File: src/rtl/shift_arbiter.sv
// ============================================================================
//  Module      : shift_arbiter
//  Description : Two-port arbiter sharing one barrel shifter (SLL/SRL/SRA/ROTR)
//                with a single-entry, id-tagged result register.
//  Revision    : 1.0 - initial release
// ============================================================================
`default_nettype none

module shift_arbiter #(
    parameter int WIDTH = 32,
    parameter int SHW   = 5,
    parameter bit RR    = 1'b1
) (
    input  logic             clk,
    input  logic             rst_n,
    input  logic             req0_valid,
    output logic             req0_ready,
    input  logic [1:0]       req0_op,
    input  logic [WIDTH-1:0] req0_rt,
    input  logic [SHW-1:0]   req0_shamt,
    input  logic             req1_valid,
    output logic             req1_ready,
    input  logic [1:0]       req1_op,
    input  logic [WIDTH-1:0] req1_rt,
    input  logic [SHW-1:0]   req1_shamt,
    output logic             res_valid,
    input  logic             res_ready,
    output logic [WIDTH-1:0] res_data,
    output logic             res_id,
    output logic [15:0]      grant_cnt0,
    output logic [15:0]      grant_cnt1
);

    typedef enum logic [0:0] {
        S_EMPTY = 1'b0,
        S_FULL  = 1'b1
    } state_t;

    state_t             r_state;
    state_t             w_state_nxt;
    logic               r_ptr;
    logic [WIDTH-1:0]   r_res_data;
    logic               r_res_id;
    logic [15:0]        r_cnt0;
    logic [15:0]        r_cnt1;

    logic               w_can_accept;
    logic               w_grant;
    logic               w_acc0;
    logic               w_acc1;
    logic               w_accept;
    logic [1:0]         w_op;
    logic [WIDTH-1:0]   w_rt;
    logic [SHW-1:0]     w_sh;
    logic [2*WIDTH-1:0] w_rot;
    logic [WIDTH-1:0]   w_shifted;

    // Pointer only matters on contention; a lone requester always wins.
    always_comb begin
        w_grant = 1'b0;
        if (req0_valid && req1_valid) begin
            w_grant = RR ? r_ptr : 1'b0;
        end else if (req1_valid) begin
            w_grant = 1'b1;
        end
    end

    always_comb begin
        w_state_nxt  = r_state;
        w_can_accept = (r_state == S_EMPTY) || res_ready;
        w_acc0       = rst_n && w_can_accept && req0_valid && !w_grant;
        w_acc1       = rst_n && w_can_accept && req1_valid &&  w_grant;
        w_accept     = w_acc0 || w_acc1;
        case (r_state)
            S_EMPTY: if (w_accept)               w_state_nxt = S_FULL;
            S_FULL:  if (res_ready && !w_accept) w_state_nxt = S_EMPTY;
            default:                             w_state_nxt = S_EMPTY;
        endcase
    end

    assign w_op  = w_grant ? req1_op    : req0_op;
    assign w_rt  = w_grant ? req1_rt    : req0_rt;
    assign w_sh  = w_grant ? req1_shamt : req0_shamt;
    // Rotate via a doubled operand so shamt=0 needs no special case.
    assign w_rot = {w_rt, w_rt} >> w_sh;

    always_comb begin
        w_shifted = w_rt;
        case (w_op)
            2'b00:   w_shifted = w_rt << w_sh;
            2'b01:   w_shifted = w_rt >> w_sh;
            2'b10:   w_shifted = $signed(w_rt) >>> w_sh;
            default: w_shifted = w_rot[WIDTH-1:0];
        endcase
    end

    always_ff @(posedge clk) begin
        if (!rst_n) begin
            r_state    <= S_EMPTY;
            r_ptr      <= 1'b0;
            r_res_data <= '0;
            r_res_id   <= 1'b0;
            r_cnt0     <= 16'd0;
            r_cnt1     <= 16'd0;
        end else begin
            r_state <= w_state_nxt;
            if (w_accept) begin
                r_res_data <= w_shifted;
                r_res_id   <= w_grant;
                r_ptr      <= ~w_grant;
            end
            if (w_acc0) r_cnt0 <= r_cnt0 + 16'd1;
            if (w_acc1) r_cnt1 <= r_cnt1 + 16'd1;
        end
    end

    assign req0_ready = w_acc0;
    assign req1_ready = w_acc1;
    assign res_valid  = (r_state == S_FULL);
    assign res_data   = r_res_data;
    assign res_id     = r_res_id;
    assign grant_cnt0 = r_cnt0;
    assign grant_cnt1 = r_cnt1;

endmodule

`default_nettype wire

File: config.mk
export PLATFORM = sky130hd
export DESIGN_NAME = shift_arbiter
export DESIGN_NICKNAME = d
export VERILOG_FILES = /design/src/rtl/shift_arbiter.sv
export SDC_FILE = /design/constraint.sdc
export NUM_CORES = 1
export LEC_CHECK = 0
export BUFFER_PORTS_ARGS = -buffer_cell sky130_fd_sc_hd__buf_2
export CAP_MARGIN = 20
export CORE_MARGIN = 1
export CORE_UTILIZATION = 55
export CTS_CLUSTER_DIAMETER = 100
export CTS_CLUSTER_SIZE = 10
export DETAILED_ROUTE_END_ITERATION = 8
export PLACE_DENSITY = 0.78
export SKIP_LAST_GASP = 1
export SLEW_MARGIN = 5
export SYNTH_ARGS = -nofsm -noshare
export SYNTH_HDL_FRONTEND = slang
export SYNTH_SLANG_ARGS = --single-unit
File: constraint.sdc
create_clock -name clk -period 3.2 [get_ports clk]
set_input_delay 0.16 -clock clk [delete_from_list [all_inputs] [get_ports clk]]
set_output_delay 0.16 -clock clk [all_outputs]
set_load 0.03 [all_outputs]
== Word-level counts from Yosys, hierarchy flattened ==
Index checks and enable logic that the tools add are counted.
Storage, ports and cells
  register bits: 67
  input port bits: 83
  output and inout bits: 68
  logic and storage cells: 37
Cells by class
  add/subtract/negate cells: 2
  eq/ne operators: 2
  shifts and indexed selects: 4
  muxes and demuxes: 9
  bitwise logic cells: 2
  reductions and logical operators: 12
Operators by type and width (number)
  one-hot mux 32 bit (3 select lines): 1
  >> shifter 64 x 5 -> 32 bit: 1
  adder 16 x 1 -> 16 bit (second input constant): 2
  2-to-1 mux 32 bit: 1
  << shifter 32 x 5 -> 32 bit: 1
  >> shifter 32 x 5 -> 32 bit: 1
  >>> shifter 32 x 5 -> 32 bit: 1
  logical AND 1 bit: 7
  2-to-1 mux 5 bit: 1
  2-to-1 mux 1 bit: 4
  equality test 2 x 1 -> 1 bit (second input constant): 1
  equality test 2 bit (second input constant): 1
  logical NOT 1 bit: 2
  logical NOT 2 bit: 1
  logical OR 1 bit: 2
  2-to-1 mux 2 bit: 1
  NOT 1 bit: 2
  one-hot mux 1 bit (2 select lines): 1

== Depth between registers and ports, before layout ==
  word-level depth: 10
  depth in mapped cells: 12
  gate-level depth less buffers: 8

== Worst setup path after synthesis ==
No wires, ideal clock.
  path type: register to register
  start point: register r_ptr
  end point: register r_cnt1[15], in the netlist grant_cnt1[15]
  setup time: 0.115 ns
  arrival: 2.185 ns
  data required time: 3.085 ns
  setup slack: 0.900 ns
  stages on the path, launching flop included: 11
  buffers on the path: 2
  clock period less this slack: 2.300 ns
  cell sequence: dfxtp_1 -> nand2b_4 -> buf_6 -> nand2_1 -> buf_2 -> nor2_2 -> nand3_1 -> nor2_1 -> nand4_1 -> xnor2_1 -> and2_1
Between the ends
  word-level cells in the longest chain between the ends: 2
RTL lines
  start: declaration: RTL line 41  | logic r_ptr;
  start signal: assignment: RTL line 110  | r_ptr <= ~w_grant;
  2-to-1 mux 1 bit: RTL line 61  | if (req0_valid && req1_valid) begin
  logical AND 1 bit: RTL line 72  | w_acc1 = rst_n && w_can_accept && req1_valid && w_grant;
  net req1_ready: RTL line 22  | output logic req1_ready,
  end signal: assignment: RTL line 113  | if (w_acc1) r_cnt1 <= r_cnt1 + 16'd1;
  end: declaration: RTL line 45  | logic [15:0] r_cnt1;
The timed path passes the listed nets, and every way through them passes these cells.
A chain may end at the register's enable or synchronous reset.

== Worst setup path after layout ==
  start point: register r_ptr
  end point: register r_res_data[16], in the netlist res_data[16]
Between the ends
  word-level cells in the longest chain between the ends: 4
  elaborated cells on any way between the ends: 16
  classes of those cells: 2 x eq/ne; 4 x shift; 5 x mux; 5 x reduce/logical
RTL lines
  2-to-1 mux 1 bit *: RTL line 61
  2-to-1 mux 32 bit, or another cell as far along: RTL line 82  | assign w_rt = w_grant ? req1_rt : req0_rt;
  >> shifter 64 x 5 -> 32 bit, or another cell as far along: RTL line 85  | assign w_rot = {w_rt, w_rt} >> w_sh;
  one-hot mux 32 bit (3 select lines) or logical OR 1 bit (tied branches): RTL line 89, 73
  end signal: assignment: RTL line 108  | r_res_data <= w_shifted;
  end: declaration: RTL line 42  | logic [WIDTH-1:0] r_res_data;
Mark *: on every way between the ends. The rest lies on a longest branch, timed or not.

==> results.rst <==
.. list-table::
   :header-rows: 1

   * - Metric
     - Value
   * - Final hold violation count
     - 0
   * - Count of boundary I/O pins
     - ~150
   * - Number of distinct library cells after synthesis
     - 88
   * - Synth Net Count
     - about 1400
   * - Min-Delay Path Class
     - primary input to register
   * - Number of buffers added by the clock tree synthesis step
     - 9
   * - Result of the run
     - finished clean
   * - Proportion of synthesized area in mux cells
     - 19.8%
   * - Kind of end point of the critical path
     - register
   * - Clock power share
     - ~25%
   * - Initial antenna violation count
     - 1
   * - Average cell area after synthesis
     - 7.33 um2
   * - Quantity of hold-fixing buffers added after cts
     - 0
   * - Post-Route Skew
     - 0.00909 ns
   * - Dominant cell by count in the synthesized netlist
     - sky130_fd_sc_hd__o21ai_0
   * - Final net count
     - 1499
   * - Fraction of synthesized cell area in xor and xnor cells
     - around 2.6%
   * - Fraction of power consumed by sequential logic
     - 21.3%
   * - Top cell type's share of synthesized area
     - 14.4%
   * - EDFF count, synth
     - 0
   * - Most frequent cells after synthesis
     - sky130_fd_sc_hd__o21ai_0 (122), sky130_fd_sc_hd__nand2_1 (120), sky130_fd_sc_hd__mux2i_1 (116)
   * - Achievable Freq
     - roughly 320 MHz
   * - Relative slew slack
     - 31.9%
   * - Total internal power
     - 2.30 mW
   * - Later-pin clock latency in the skew report
     - 0.35 ns
   * - Global-route wire length before repair
     - 66300 um
   * - Area growth from synthesis to final layout
     - 16.5%
   * - Most used flip-flop cell after synthesis
     - sky130_fd_sc_hd__dfxtp_1
   * - RSZ-0062 raised after global routing
     - yes
   * - Gr ovfl total
     - 0
   * - Cell depth of the worst min-delay path
     - 3
   * - Count of warnings emitted by yosys
     - 0
   * - Number of filler instances in the final layout
     - 1505
   * - Cell Pwr Density
     - roughly 400 nW/um2
   * - Net switching power figure
     - 2.06 mW
   * - Final slew viol count
     - 0
   * - Final RePlAce weighted congestion
     - 1.16
   * - Final non-filler cell area
     - 10900 um2
   * - Die height
     - 132 um
   * - Die Outline Area
     - between 15000 and 20000 um2
   * - Standby leakage power
     - 4.53 nW
   * - Critical path fanouts, max
     - 20
   * - DRC violations left
     - 0
   * - DRT iter0 DRCs
     - 2041
   * - Compound-gate portion of the synthesized area
     - 32.5%
   * - Flip-flop and latch count after synthesis
     - 67
   * - Switching share of total power
     - 47.2%
   * - Sum of routed wire length over all layers
     - 43600 um
   * - Count of vias placed by the detailed router
     - ~12000
   * - FF-to-FF path depth
     - 10
   * - Final-layout setup total negative slack
     - 0 ns
   * - Logic pwr share
     - a little over half
   * - Port Buffer Count
     - 150
   * - Gate Count Post-Synth
     - 1272
   * - Critical Setup Path Class
     - register to register
   * - Post-DRT Antenna Nets
     - 0
   * - Post-synthesis sequential area ratio
     - 14.4%
   * - Number of sinks on the clock net
     - 67
   * - CP Launch Type
     - register
   * - Tmin final
     - 3.10 ns
   * - Setup violators final
     - 0
   * - Placed inst area
     - 10500 um2
   * - Worst EP required
     - between 3 and 4 ns
   * - Actual transition at the worst max-transition pin
     - about 1 ns
   * - Maximum number of pins on one net before global-route repair
     - 58
   * - Final Hold Slack
     - about 0.11 ns
   * - Via count of the first global-routing pass
     - 11000
   * - Via count normalized by instance count
     - around 7.3
   * - Part of the cycle the worst path needs
     - approximately 97%
   * - Mapped cell area
     - around 9300 um2
   * - Share of post-route cells with drive strength above 1
     - roughly 25%
   * - FFs w/ async S/R, synth
     - 0%
   * - Cell row count
     - 47
   * - Clock tree from TritonCTS
     - done
   * - Worst supply voltage drop on vdd
     - 0.276 mV
   * - DP Wirelength
     - 33500 um
   * - Average routed wire per standard cell
     - 26.6 um
   * - DRT Pass-1 Iters
     - 7
   * - Combined global-route utilization of all metal layers
     - between 40% and 50%
   * - Post-CTS setup buffers
     - 0
   * - Effective utilization at floorplan
     - 56.2%
   * - Max-cap viol count
     - 0
   * - Dominant combinational cell family by area after synthesis
     - compound AO/OA/AOI/OAI gates
   * - CTS max path bufs
     - 2
   * - Die width
     - 132 um
   * - Adder-Cell Fraction of Synth Area
     - 0.269%
   * - Area of the placeable core
     - around 17000 um2
   * - Master cell of the clock root buffer
     - sky130_fd_sc_hd__clkbuf_16
   * - Signal arrival time at the worst endpoint
     - ~3.3 ns
   * - Post-synthesis share of cell area spent on and, or, nand and nor gates
     - 23.2%
   * - Post-synth top area cell
     - sky130_fd_sc_hd__dfxtp_1
   * - Clock input transition at the sequential cells of the worst setup and hold paths
     - 0.07 ns
   * - Top area cells in the synthesized netlist
     - sky130_fd_sc_hd__dfxtp_1 (14%), sky130_fd_sc_hd__mux2i_1 (12%), sky130_fd_sc_hd__o21ai_0 (6.6%), sky130_fd_sc_hd__mux2_2 (5.9%), sky130_fd_sc_hd__nand2_1 (4.8%)
   * - Number of H-tree levels
     - 3
path summary, 6_finish.rpt:
path                  end          from  slack (ns)
max          res_data[16]         r_ptr        0.10
min                 r_ptr         rst_n        0.11
max reg2reg  res_data[16]         r_ptr        0.10
min reg2reg  res_data[10]  res_data[10]        0.46
cell usage in the layout, fill, tap and decap left out, drive strengths merged, types with 8 or more instances in the layout:
master / n
inv: 21
o22ai: 19
a22oi: 10
nand2: 122
o211ai: 25
nand3: 51
o2111ai: 8
nor2: 95
xnor2: 24
nor2b: 11
a211oi: 29
mux2i: 117
nand2b: 19
mux2: 51
and3: 12
o221ai: 11
clkbuf: 9
a221oi: 15
a31oi: 29
o21ai: 141
nor3: 15
and2: 38
dfxtp: 67
a21oi: 60
nand4: 43
buf: 240
routing by layer:
layer | routed length [um] | global-route usage, %
met4 | 2990 | 28.1
met3 | 6020 | 15.0
met1 | 16300 | 61.5
met5 | 0 | 0
met2 | 18300 | 74.5
power by group through the flow:
stage | sequential, mW | clock (mW) | combinational [mW]
4_1_cts | 0.928 | 1.07 | 2.21
3_3_place_gp | 0.942 | 0 | 2.21
3_5_place_dp | 0.946 | 0 | 2.20
2_1_floorplan | 1.05 | 0 | 1.29
6_report | 0.928 | 1.07 | 2.35
5_1_grt | 0.934 | 1.09 | 2.43
critical path, stage by stage (launching register included):
cell and delay (ns):
sky130_fd_sc_hd__dfxtp_1 0.41, sky130_fd_sc_hd__nand2b_4 0.26, sky130_fd_sc_hd__buf_12 0.19, sky130_fd_sc_hd__a21boi_4 0.08
sky130_fd_sc_hd__nor2_4 0.38, sky130_fd_sc_hd__buf_4 0.26, sky130_fd_sc_hd__o21ai_0 0.32, sky130_fd_sc_hd__o21ai_1 0.44
sky130_fd_sc_hd__mux2i_1 0.15, sky130_fd_sc_hd__a211oi_1 0.36, sky130_fd_sc_hd__a21oi_1 0.12
state kept, by name, summed over array words and instances, names as in the netlist:
register and flops:
grant_cnt0 16, grant_cnt1 16, r_ptr 1, res_data 32
res_id 1, res_valid 1
per-stage QoR:
step	setup slack [ns]	util, %	total power, mW	cells
after floorplan	0.900	-	2.33	1272
after global placement	-0.0395	63.5	3.15	1623
after detailed placement	-0.0953	63.5	3.15	1623
after CTS	0.0974	65.4	4.21	1639
after global routing	-0.0316	65.4	4.45	1639
final	0.105	65.4	4.35	1641
layout make-up:
| cell class | count | area, um2 | area share (%) |
|---|---|---|---|
| timing repair buffer | 240 | 1530 | 14.1 |
| multi-input combinational | 1079 | 7330 | 67.6 |
| clock inverter | 7 | 82.6 | 0.761 |
| sequential | 67 | 1340 | 12.4 |
| antenna | 2 | 5.00 | 0.0461 |
| tap | 220 | 275 | 2.54 |
| inverter | 17 | 63.8 | 0.588 |
| clock buffer | 9 | 225 | 2.08 |
cell families after synthesis:
kind of cell | count (synthesis)
compound gates | 441
xor+xnor | 28
fa+ha+maj | 2
buf+inv | 126
flops | 67
mux | 172
simple gates | 436
repair_timing:
action / CTS / global route
endpoints found under the hold margin: 0 / 0
gates cloned: 0 / 0
gates resized for setup: 2 / 4
endpoints found under the setup margin: 3 / 4
Note: power is estimated with default switching activity, not from simulation.
